[config.mk]
export PLATFORM = sky130hd
export DESIGN_NAME = mux8_rr_sched_flat
export DESIGN_NICKNAME = d
export VERILOG_FILES = /design/src/rtl/mux8_rr_sched_if.sv /design/src/rtl/mux8_rr_sched.sv /design/src/flat_wrapper.sv
export SDC_FILE = /design/constraint.sdc
export NUM_CORES = 1
export LEC_CHECK = 0
export ABC_AREA = 1
export BUFFER_PORTS_ARGS = -buffer_cell sky130_fd_sc_hd__buf_2
export CORE_MARGIN = 10
export CORE_UTILIZATION = 30
export DETAILED_ROUTE_END_ITERATION = 10
export GPL_ROUTABILITY_DRIVEN = 0
export HOLD_SLACK_MARGIN = 0.06
export SLEW_MARGIN = 10
export SYNTH_ARGS = -nofsm -noshare
export SYNTH_HDL_FRONTEND = slang
export SYNTH_SLANG_ARGS = --single-unit
[constraint.sdc]
create_clock -name clk -period 5.2 [get_ports clk]
set_input_delay 0.26 -clock clk [delete_from_list [all_inputs] [get_ports clk]]
set_output_delay 0.26 -clock clk [all_outputs]
set_load 0.01 [all_outputs]
[src/rtl/mux8_rr_sched_if.sv]
// Bus between the eight requesters and the round-robin mux scheduler.
// The requester side drives req/din and, when MUX8_RR_SCHED_LOCK_EN is
// defined, lock. The scheduler side returns the grant, the mux select,
// the registered mux output and busy.
interface mux8_rr_sched_if;
   logic [7:0] req;
   logic [7:0] din;
   logic [7:0] gnt;
   logic [2:0] sel;
   logic       o;
   logic       busy;
`ifdef MUX8_RR_SCHED_LOCK_EN
   logic       lock;

   modport master (output req, din, lock, input gnt, sel, o, busy);
   modport slave  (input req, din, lock, output gnt, sel, o, busy);
`else
   modport master (output req, din, input gnt, sel, o, busy);
   modport slave  (input req, din, output gnt, sel, o, busy);
`endif
endinterface

[src/rtl/mux8_rr_sched.sv]
// Round-robin scheduler for a shared 8:1 bit mux.
// The grant is one-hot and registered. sel is the index of the owner.
// o registers din[sel] while a grant is active.
// The owner is forced off after MAX_HOLD cycles, but only when another
// requester is waiting.
// Optional feature: define MUX8_RR_SCHED_LOCK_EN to add a lock input.
// While lock is high, forced rotation is suppressed.
module mux8_rr_sched #(
   parameter int unsigned MAX_HOLD = 4   // legal range 1..15
) (
   input logic            clk,
   input logic            rst,
   mux8_rr_sched_if.slave bus
);

   typedef enum logic {IDLE, GRANT} state_e;

   typedef struct packed {
      logic       found;
      logic [2:0] idx;
   } pick_t;

   localparam logic [3:0] MAX_HOLD_C = 4'(MAX_HOLD);

   // Returns the first set bit of r, searching base+1, base+2, ... mod 8.
   // The search ends at base itself.
   function automatic pick_t rr_pick(input logic [7:0] r, input logic [2:0] base);
      pick_t      p;
      logic [2:0] k;
      p = '0;
      for (int i = 1; i <= 8; i++) begin
         k = base + 3'(i);
         if (!p.found && r[k]) begin
            p.found = 1'b1;
            p.idx   = k;
         end
      end
      return p;
   endfunction

   state_e     state_q, state_d;
   logic [7:0] gnt_q,   gnt_d;
   logic [2:0] sel_q,   sel_d;
   logic       o_q,     o_d;
   logic       busy_q,  busy_d;
   logic [3:0] hold_q,  hold_d;
   logic [2:0] last_q,  last_d;

   logic       lock_active;
   logic [7:0] others;
   pick_t      pick;

`ifdef MUX8_RR_SCHED_LOCK_EN
   // lock only matters while a grant is held; IDLE never looks at it.
   assign lock_active = bus.lock;
`else
   assign lock_active = 1'b0;
`endif

   // Requests from everyone except the current owner.
   assign others = bus.req & ~(8'b1 << sel_q);

   // Arbitration: next grant, select, hold count and round-robin pointer.
   always_comb begin
      // NOTE: every output of this block gets a default first, so no path
      // can leave a value unassigned and infer a latch.
      state_d = state_q;
      gnt_d   = gnt_q;
      sel_d   = sel_q;
      busy_d  = busy_q;
      hold_d  = hold_q;
      last_d  = last_q;
      pick    = '0;

      unique case (state_q)
         IDLE: begin
            pick = rr_pick(bus.req, last_q);
            if (pick.found) begin
               state_d = GRANT;
               gnt_d   = 8'b1 << pick.idx;
               sel_d   = pick.idx;
               busy_d  = 1'b1;
               hold_d  = 4'd1;
               last_d  = pick.idx;
            end
         end

         GRANT: begin
            pick = rr_pick(others, sel_q);
            if (!bus.req[sel_q]) begin
               // The owner released. Hand over on this edge if anyone waits.
               if (pick.found) begin
                  gnt_d  = 8'b1 << pick.idx;
                  sel_d  = pick.idx;
                  hold_d = 4'd1;
                  last_d = pick.idx;
               end else begin
                  state_d = IDLE;
                  gnt_d   = '0;
                  busy_d  = 1'b0;
                  hold_d  = '0;
               end
            end else if (hold_q == MAX_HOLD_C && pick.found && !lock_active) begin
               // The owner used its full share and someone else waits.
               gnt_d  = 8'b1 << pick.idx;
               sel_d  = pick.idx;
               hold_d = 4'd1;
               last_d = pick.idx;
            end else if (hold_q != MAX_HOLD_C) begin
               hold_d = hold_q + 4'd1;
            end
         end

         default: state_d = IDLE;
      endcase

      // o follows the mux using the grant and select that are registered now.
      o_d = (gnt_q != '0) ? bus.din[sel_q] : 1'b0;
   end

   // State registers; a synchronous reset clears every register on the same edge.
   always_ff @(posedge clk) begin
      // NOTE: sequential state uses non-blocking assignments only, so all
      // registers update together from values taken before the edge.
      if (rst) begin
         state_q <= IDLE;
         gnt_q   <= '0;
         sel_q   <= '0;
         o_q     <= 1'b0;
         busy_q  <= 1'b0;
         hold_q  <= '0;
         last_q  <= 3'd7;
      end else begin
         state_q <= state_d;
         gnt_q   <= gnt_d;
         sel_q   <= sel_d;
         o_q     <= o_d;
         busy_q  <= busy_d;
         hold_q  <= hold_d;
         last_q  <= last_d;
      end
   end

   assign bus.gnt  = gnt_q;
   assign bus.sel  = sel_q;
   assign bus.o    = o_q;
   assign bus.busy = busy_q;

endmodule

[src/flat_wrapper.sv]
// flat-port wrapper written by rule: the top's interface ports become plain ports
module mux8_rr_sched_flat 
#(
   parameter int unsigned MAX_HOLD = 4                       
)
  (clk, rst, bus_req, bus_din, bus_gnt, bus_sel, bus_o, bus_busy);
  mux8_rr_sched_if bus_i ();
  input logic clk;
  input logic rst;
  input wire logic [$bits(bus_i.req)-1:0] bus_req;
  input wire logic [$bits(bus_i.din)-1:0] bus_din;
  output wire logic [$bits(bus_i.gnt)-1:0] bus_gnt;
  output wire logic [$bits(bus_i.sel)-1:0] bus_sel;
  output wire logic [$bits(bus_i.o)-1:0] bus_o;
  output wire logic [$bits(bus_i.busy)-1:0] bus_busy;
  assign bus_i.req = bus_req;
  assign bus_i.din = bus_din;
  assign bus_gnt = bus_i.gnt;
  assign bus_sel = bus_i.sel;
  assign bus_o = bus_i.o;
  assign bus_busy = bus_i.busy;
  mux8_rr_sched #(.MAX_HOLD(MAX_HOLD)) u_core (.clk(clk), .rst(rst), .bus(bus_i));
endmodule
Word level (Yosys, flattened, before mapping)
Cells that the tools add are included.
{"block": "word_totals", "register_bits": 21, "out_inout_bits": 13, "wordCells": 180}
{"block": "op_classes", "order_cmp": 16, "muxes": 92, "n_bitwise": 4, "eq_ne": 8, "add_sub_neg": 15, "shifts": 3, "n_reduce_logical": 35}
{"op": "2-to-1 mux 4 bit", "n": 36}
{"op": "less-than comparator 3 x 4 -> 1 bit (second input constant)", "n": 16}
{"op": "binary-select mux 1 bit (select 3 bit)", "n": 18}
{"op": "2-to-1 mux 8 bit", "n": 4}
{"op": "2-to-1 mux 1 bit", "n": 25}
{"op": "adder 3 bit (second input constant)", "n": 8}
{"op": "<< shifter 1 x 3 -> 8 bit (first input constant)", "n": 3}
{"op": "case mux 8 bit (2 select lines)", "n": 1}
{"op": "logical AND 1 bit", "n": 15}
{"op": "logical NOT 1 bit", "n": 14}
{"op": "adder 3 x 2 -> 3 bit (second input constant)", "n": 4}
{"op": "2-to-1 mux 3 bit", "n": 4}
{"op": "bitwise AND 8 bit", "n": 1}
{"op": "NOT 8 bit", "n": 1}
{"op": "case mux 4 bit (2 select lines)", "n": 1}
{"op": "nonzero test 8 bit", "n": 1}
{"op": "adder 3 x 1 -> 3 bit (second input constant)", "n": 2}
{"op": "inequality test 2 bit (second input constant)", "n": 3}
{"op": "inequality test 3 bit (second input constant)", "n": 2}
{"op": "case mux 3 bit (2 select lines)", "n": 1}
{"op": "AND reduction 3 bit", "n": 2}
{"op": "adder 4 x 1 -> 4 bit (second input constant)", "n": 1}
{"op": "== test 4 x 3 -> 1 bit (second input constant)", "n": 1}
{"op": "inequality test 4 x 3 -> 1 bit (second input constant)", "n": 1}
{"op": "other kinds (5)", "n": 8}

Logic depth before layout (Yosys ltp)
{"block": "depth", "ltp_word": 39, "depth_mapped": 20}

Worst setup path before layout
OpenSTA, ideal clock, no wires.
{"block": "synth_path", "path_type": "register -> register", "startpoint": "register u_core.sel_q[0], in the netlist u_core.bus.sel[0]", "endpoint": "register u_core.hold_q[1]", "setup_time_ns": 0.128, "path_stages_with_launch": 20, "required_time_ns": 5.072, "n_path_buf": 3, "slack_ns": 2.449, "t_arrival_ns": 2.624, "path_cell_list": "dfxtp_1 inv_2 buf_6 buf_2 ha_1 buf_2 inv_1 nand3_1 nand3_1 nand2_2 nor2_4 nand4_2 nor2_4 nand3_2 inv_2 nand3_1 nand2_2 inv_2 o21ai_1 nor2_1"}
{"block": "synth_via", "elab_chain_len": 39, "word_cells_on_any_way": 64, "classes_between": "add/sub (7); eq/ne (1); shift (1); mux (37); bitwise (2); reduce/logical (16)"}
{"element": "start: declaration", "line": "mux8_rr_sched.sv:43", "rtl": "logic [2:0] sel_q, sel_d;"}
{"element": "start signal: assignment", "line": "mux8_rr_sched.sv:136", "rtl": "sel_q <= sel_d;"}
{"element": "branches (longest 39 deep; another with adder 3 x 1 -> 3 bit)"}
{"element": "end signal: assignment", "line": "mux8_rr_sched.sv:139", "rtl": "hold_q <= hold_d;"}
{"element": "end: declaration", "line": "mux8_rr_sched.sv:46", "rtl": "logic [3:0] hold_q, hold_d;"}
Parallel ways; which one is timed is not known. The select of a mux whose other input is x is not followed.
A chain may end at the register's enable or synchronous reset.

Worst setup path after layout
{"block": "layout_path", "startpoint": "register u_core.sel_q[1], in the netlist u_core.bus.sel[1]", "endpoint": "register u_core.gnt_q[3], in the netlist u_core.bus.gnt[3]"}
{"block": "layout_via", "elab_chain_len": 39, "word_cells_on_any_way": 66, "classes_between": "add/sub (7); eq/ne (1); shift (2); mux (38); bitwise (2); reduce/logical (16)"}
{"element": "branches (longest 39 deep; another with adder 3 x 1 -> 3 bit)"}
{"element": "end signal: assignment", "line": "mux8_rr_sched.sv:135", "rtl": "gnt_q <= gnt_d;"}
{"element": "end: declaration", "line": "mux8_rr_sched.sv:42", "rtl": "logic [7:0] gnt_q, gnt_d;"}
Parallel ways; which one is timed is not known. The select of a mux whose other input is x is not followed.

==> impl_metrics.json <==
{
  "finalCritPeriodShare_pct": 62.5,
  "worst-endpoint-arrival_ns": 3.41,
  "synth_sequential_area_ratio_pct": 14.8,
  "avgSynthCellArea_um2": 5.56,
  "clock_tree.htree_level_count": 1,
  "post_synth_and_or_nand_nor_area_fraction_pct": 58.1,
  "vias": 3330,
  "area_growth_pct": 10.3,
  "worstSetupEndpointType": "flip-flop",
  "floorplan.core_area_mm2": 0.00924,
  "post_cts_resized": 0,
  "p_sw_share_pct": 63.1,
  "detail_route.vias_per_cell": 5.02,
  "top_level_ports": 31,
  "grt_overflow_total": 0,
  "routed_wl_mm": 8.61,
  "seq_power_share_pct": 11.9,
  "syn_nets": 540,
  "fmax_mhz": 308,
  "placed_cells_incl_taps": 660,
  "cts-root-to-sink-buffers": 2,
  "synth-main-ff-cell": "dfxtp_1",
  "dominant_combinational_cell_family_by_area_after_synthesis": "simple AND/OR/NAND/NOR gates",
  "final_antenna_net_count": 0,
  "class_of_the_tightest_hold_or_removal_check": "in2reg",
  "insertion_delay_ns": 0.27,
  "dp.final_hpwl_mm": 6.81,
  "grt_first_pass_wirelength_mm": 14.4,
  "dominant_cells_by_area_after_synthesis": "nand2_1 (19%), nand3_1 (18%), dfxtp_1 (15%)",
  "drt_first_iter_violations": 431,
  "setup.worst_path.class": "reg2reg",
  "ys_seq_elements": 21,
  "die_h_um": 117,
  "min_path_cells": 2,
  "fin_crit_ns": 3.25,
  "critical_path.startpoint_type": "flip-flop",
  "floorplan_die_area_mm2": 0.0138,
  "grt_max_degree": 26,
  "port_buffers": 30,
  "grt_use_total_pct": 11.9,
  "clock_power_share_pct": 4.6,
  "tritoncts_clock_tree": "built",
  "clock-skew-final_ns": 0.00652,
  "drc_errors_left": 0,
  "reg2reg_setup_slack_ns": 1.95,
  "initial_utilization_pct": 30.8,
  "power.density_cell_area_mw_per_mm2": 762,
  "final-max-slew-violation-count": 0,
  "cts_buffers": 3,
  "synthesis.area_mm2": 0.00284,
  "worst_slew_margin_rel_pct": 64.4,
  "p_sw_mw": 1.51,
  "synthArstFlopShare_pct": 0,
  "critical_path_required_ns": 5.36,
  "antenna_cells_inserted": 0,
  "cts_sinks": 21,
  "worst-slew-pin-transition_ns": 0.533,
  "tns_ns": 0,
  "routed_wire_length_per_instance_um": 13.0,
  "clk_transition_reported_paths_ns": 0.08,
  "top_count_cell_post_synth": "nand2_1",
  "floorplan.die.width_um": 117,
  "internal_power_mw": 0.881,
  "run_status": "complete, no violations",
  "cts-hold-fix-buffers": 0,
  "cts_setup_buffers": 0,
  "layoutNonFillerInstCount": 664,
  "final_hold_viol_count": 0,
  "netlist_instances": 511,
  "via_count_of_the_first_global_routing_pass": 3078,
  "mux_cell_area_share_after_synthesis_pct": 0,
  "rsz0062_at_grt": "false",
  "detailedRoute.firstPassIterationCount": 7,
  "critical_path.max_fanout": 14,
  "synth-edff-count": 0,
  "cts_root_buf": "clkbuf_8",
  "finalNetCount": 565,
  "synthXorXnorAreaFrac_pct": 1.76,
  "max_cap_viol": 0,
  "synth-compound-area-share_pct": 9.64,
  "worst-r2r-cell-count": 13,
  "grt_antenna_before_repair": 0,
  "drive_gt1_share_pct": 15.1,
  "synth.lib_cells_used.distinct": 35,
  "synth_adder_area_share_pct": 4.84,
  "ys_warn_count": 0,
  "synth_top_cell_by_area": "nand2_1",
  "ir_drop_v": 0.000171,
  "report.final.setup_viol": 0,
  "share_of_the_synthesized_area_in_the_top_cell_type_pct": 18.9,
  "synth.top_cells.by_count": "nand2_1 (143), nand3_1 (101), nor2_1 (62)",
  "power.static_leakage_nw": 1.66,
  "fp-row-count": 35,
  "combPwrFrac_pct": 83.5
}
## state kept, by name, indices dropped and copies added (netlist names)
register and cells:
u_core.bus.busy 1, u_core.bus.gnt 8, u_core.bus.o 1, u_core.bus.sel 3, u_core.hold_q 4, u_core.last_q 3, u_core.state_q 1
## kinds of logic (layout without fill, tap and decap cells)
kind of cell,after synthesis,after routing
AND/OR/NAND/NOR,354,354
XOR/XNOR,4,4
flip-flops,21,21
AO/OA/AOI/OAI,49,49
adder cells (fa/ha/maj),11,11
buffers and inverters,72,96
## worst paths after layout
path / startpoint / to
worst max-delay path: u_core.bus.sel[1] / u_core.bus.gnt[3]
worst min-delay path: rst / u_core.hold_q[1]
worst max register to register: u_core.bus.sel[1] / u_core.bus.gnt[3]
worst min register to register: u_core.hold_q[3] / u_core.hold_q[3]
## metal layers
metal | part of all wire, % | wire length (µm) | global-route usage [%] | vias up
met4 | 0.65 | 56 | 1.33 | 0
met1 | 50 | 4310 | 16.0 | 1489
li1 | - | - | - | 1733
met2 | 45 | 3870 | 19.9 | 102
met5 | 0 | 0 | 0 | -
met3 | 4.3 | 373 | 1.68 | 6
## power by group through the flow
stage | combinational [mW] | sequential (mW) | clock, mW
3_3_place_gp | 1.95 | 0.283 | 0
2_1_floorplan | 1.58 | 0.266 | 0
3_5_place_dp | 1.96 | 0.286 | 0
4_1_cts | 1.97 | 0.282 | 0.112
5_1_grt | 2.26 | 0.295 | 0.118
6_report | 1.99 | 0.283 | 0.110
## cell type report
class	count	area, µm²
flip-flops and latches	21	420
repair buffers	32	165
inverters	60	228
well taps	129	161
fillers	1033	6110
clock buffers	3	41.3
multi-input cells	418	2110
clock inverters	1	5.00
## worst max-delay path, stage by stage (launching register included)
cell and delay, ns:
dfxtp_1 0.66, inv_2 0.24, ha_1 0.52, inv_1 0.19, nand3_1 0.15, nand2_1 0.10, o21bai_2 0.24, inv_1 0.12
nand3_2 0.13, nand2_1 0.09, a21oi_2 0.34, o21ai_0 0.17, nor2_1 0.13, nor2_1 0.04
## through the flow
stage          util, %  instance area, µm²  power (mW)  setup slack (ns)  hold WS [ns]
2_1_floorplan        -                2840        1.85              2.45         0.439
3_3_place_gp      33.4                3090        2.23              2.16         0.458
3_5_place_dp      33.4                3090        2.25              2.02         0.453
4_1_cts           33.9                3130        2.37              2.00         0.331
5_1_grt           33.9                3130        2.67              1.60         0.357
6_report          33.9                3130        2.39              1.95         0.334
## cells in the final DEF (no fill, tap or decap), types with 3 or more instances in the layout
| master | count |
|---|---|
| nand3_2 | 8 |
| nor2_4 | 5 |
| nand3_1 | 101 |
| nand2_1 | 143 |
| dfxtp_1 | 21 |
| o21ai_0 | 17 |
| ha_1 | 11 |
| nor3_1 | 4 |
| nand2_2 | 9 |
| inv_1 | 46 |
| inv_2 | 12 |
| a21oi_1 | 21 |
| clkbuf_8 | 3 |
| a21oi_2 | 3 |
| buf_2 | 30 |
| nand4_1 | 16 |
| nor2_1 | 62 |
Power figures use the tool's default switching activity.
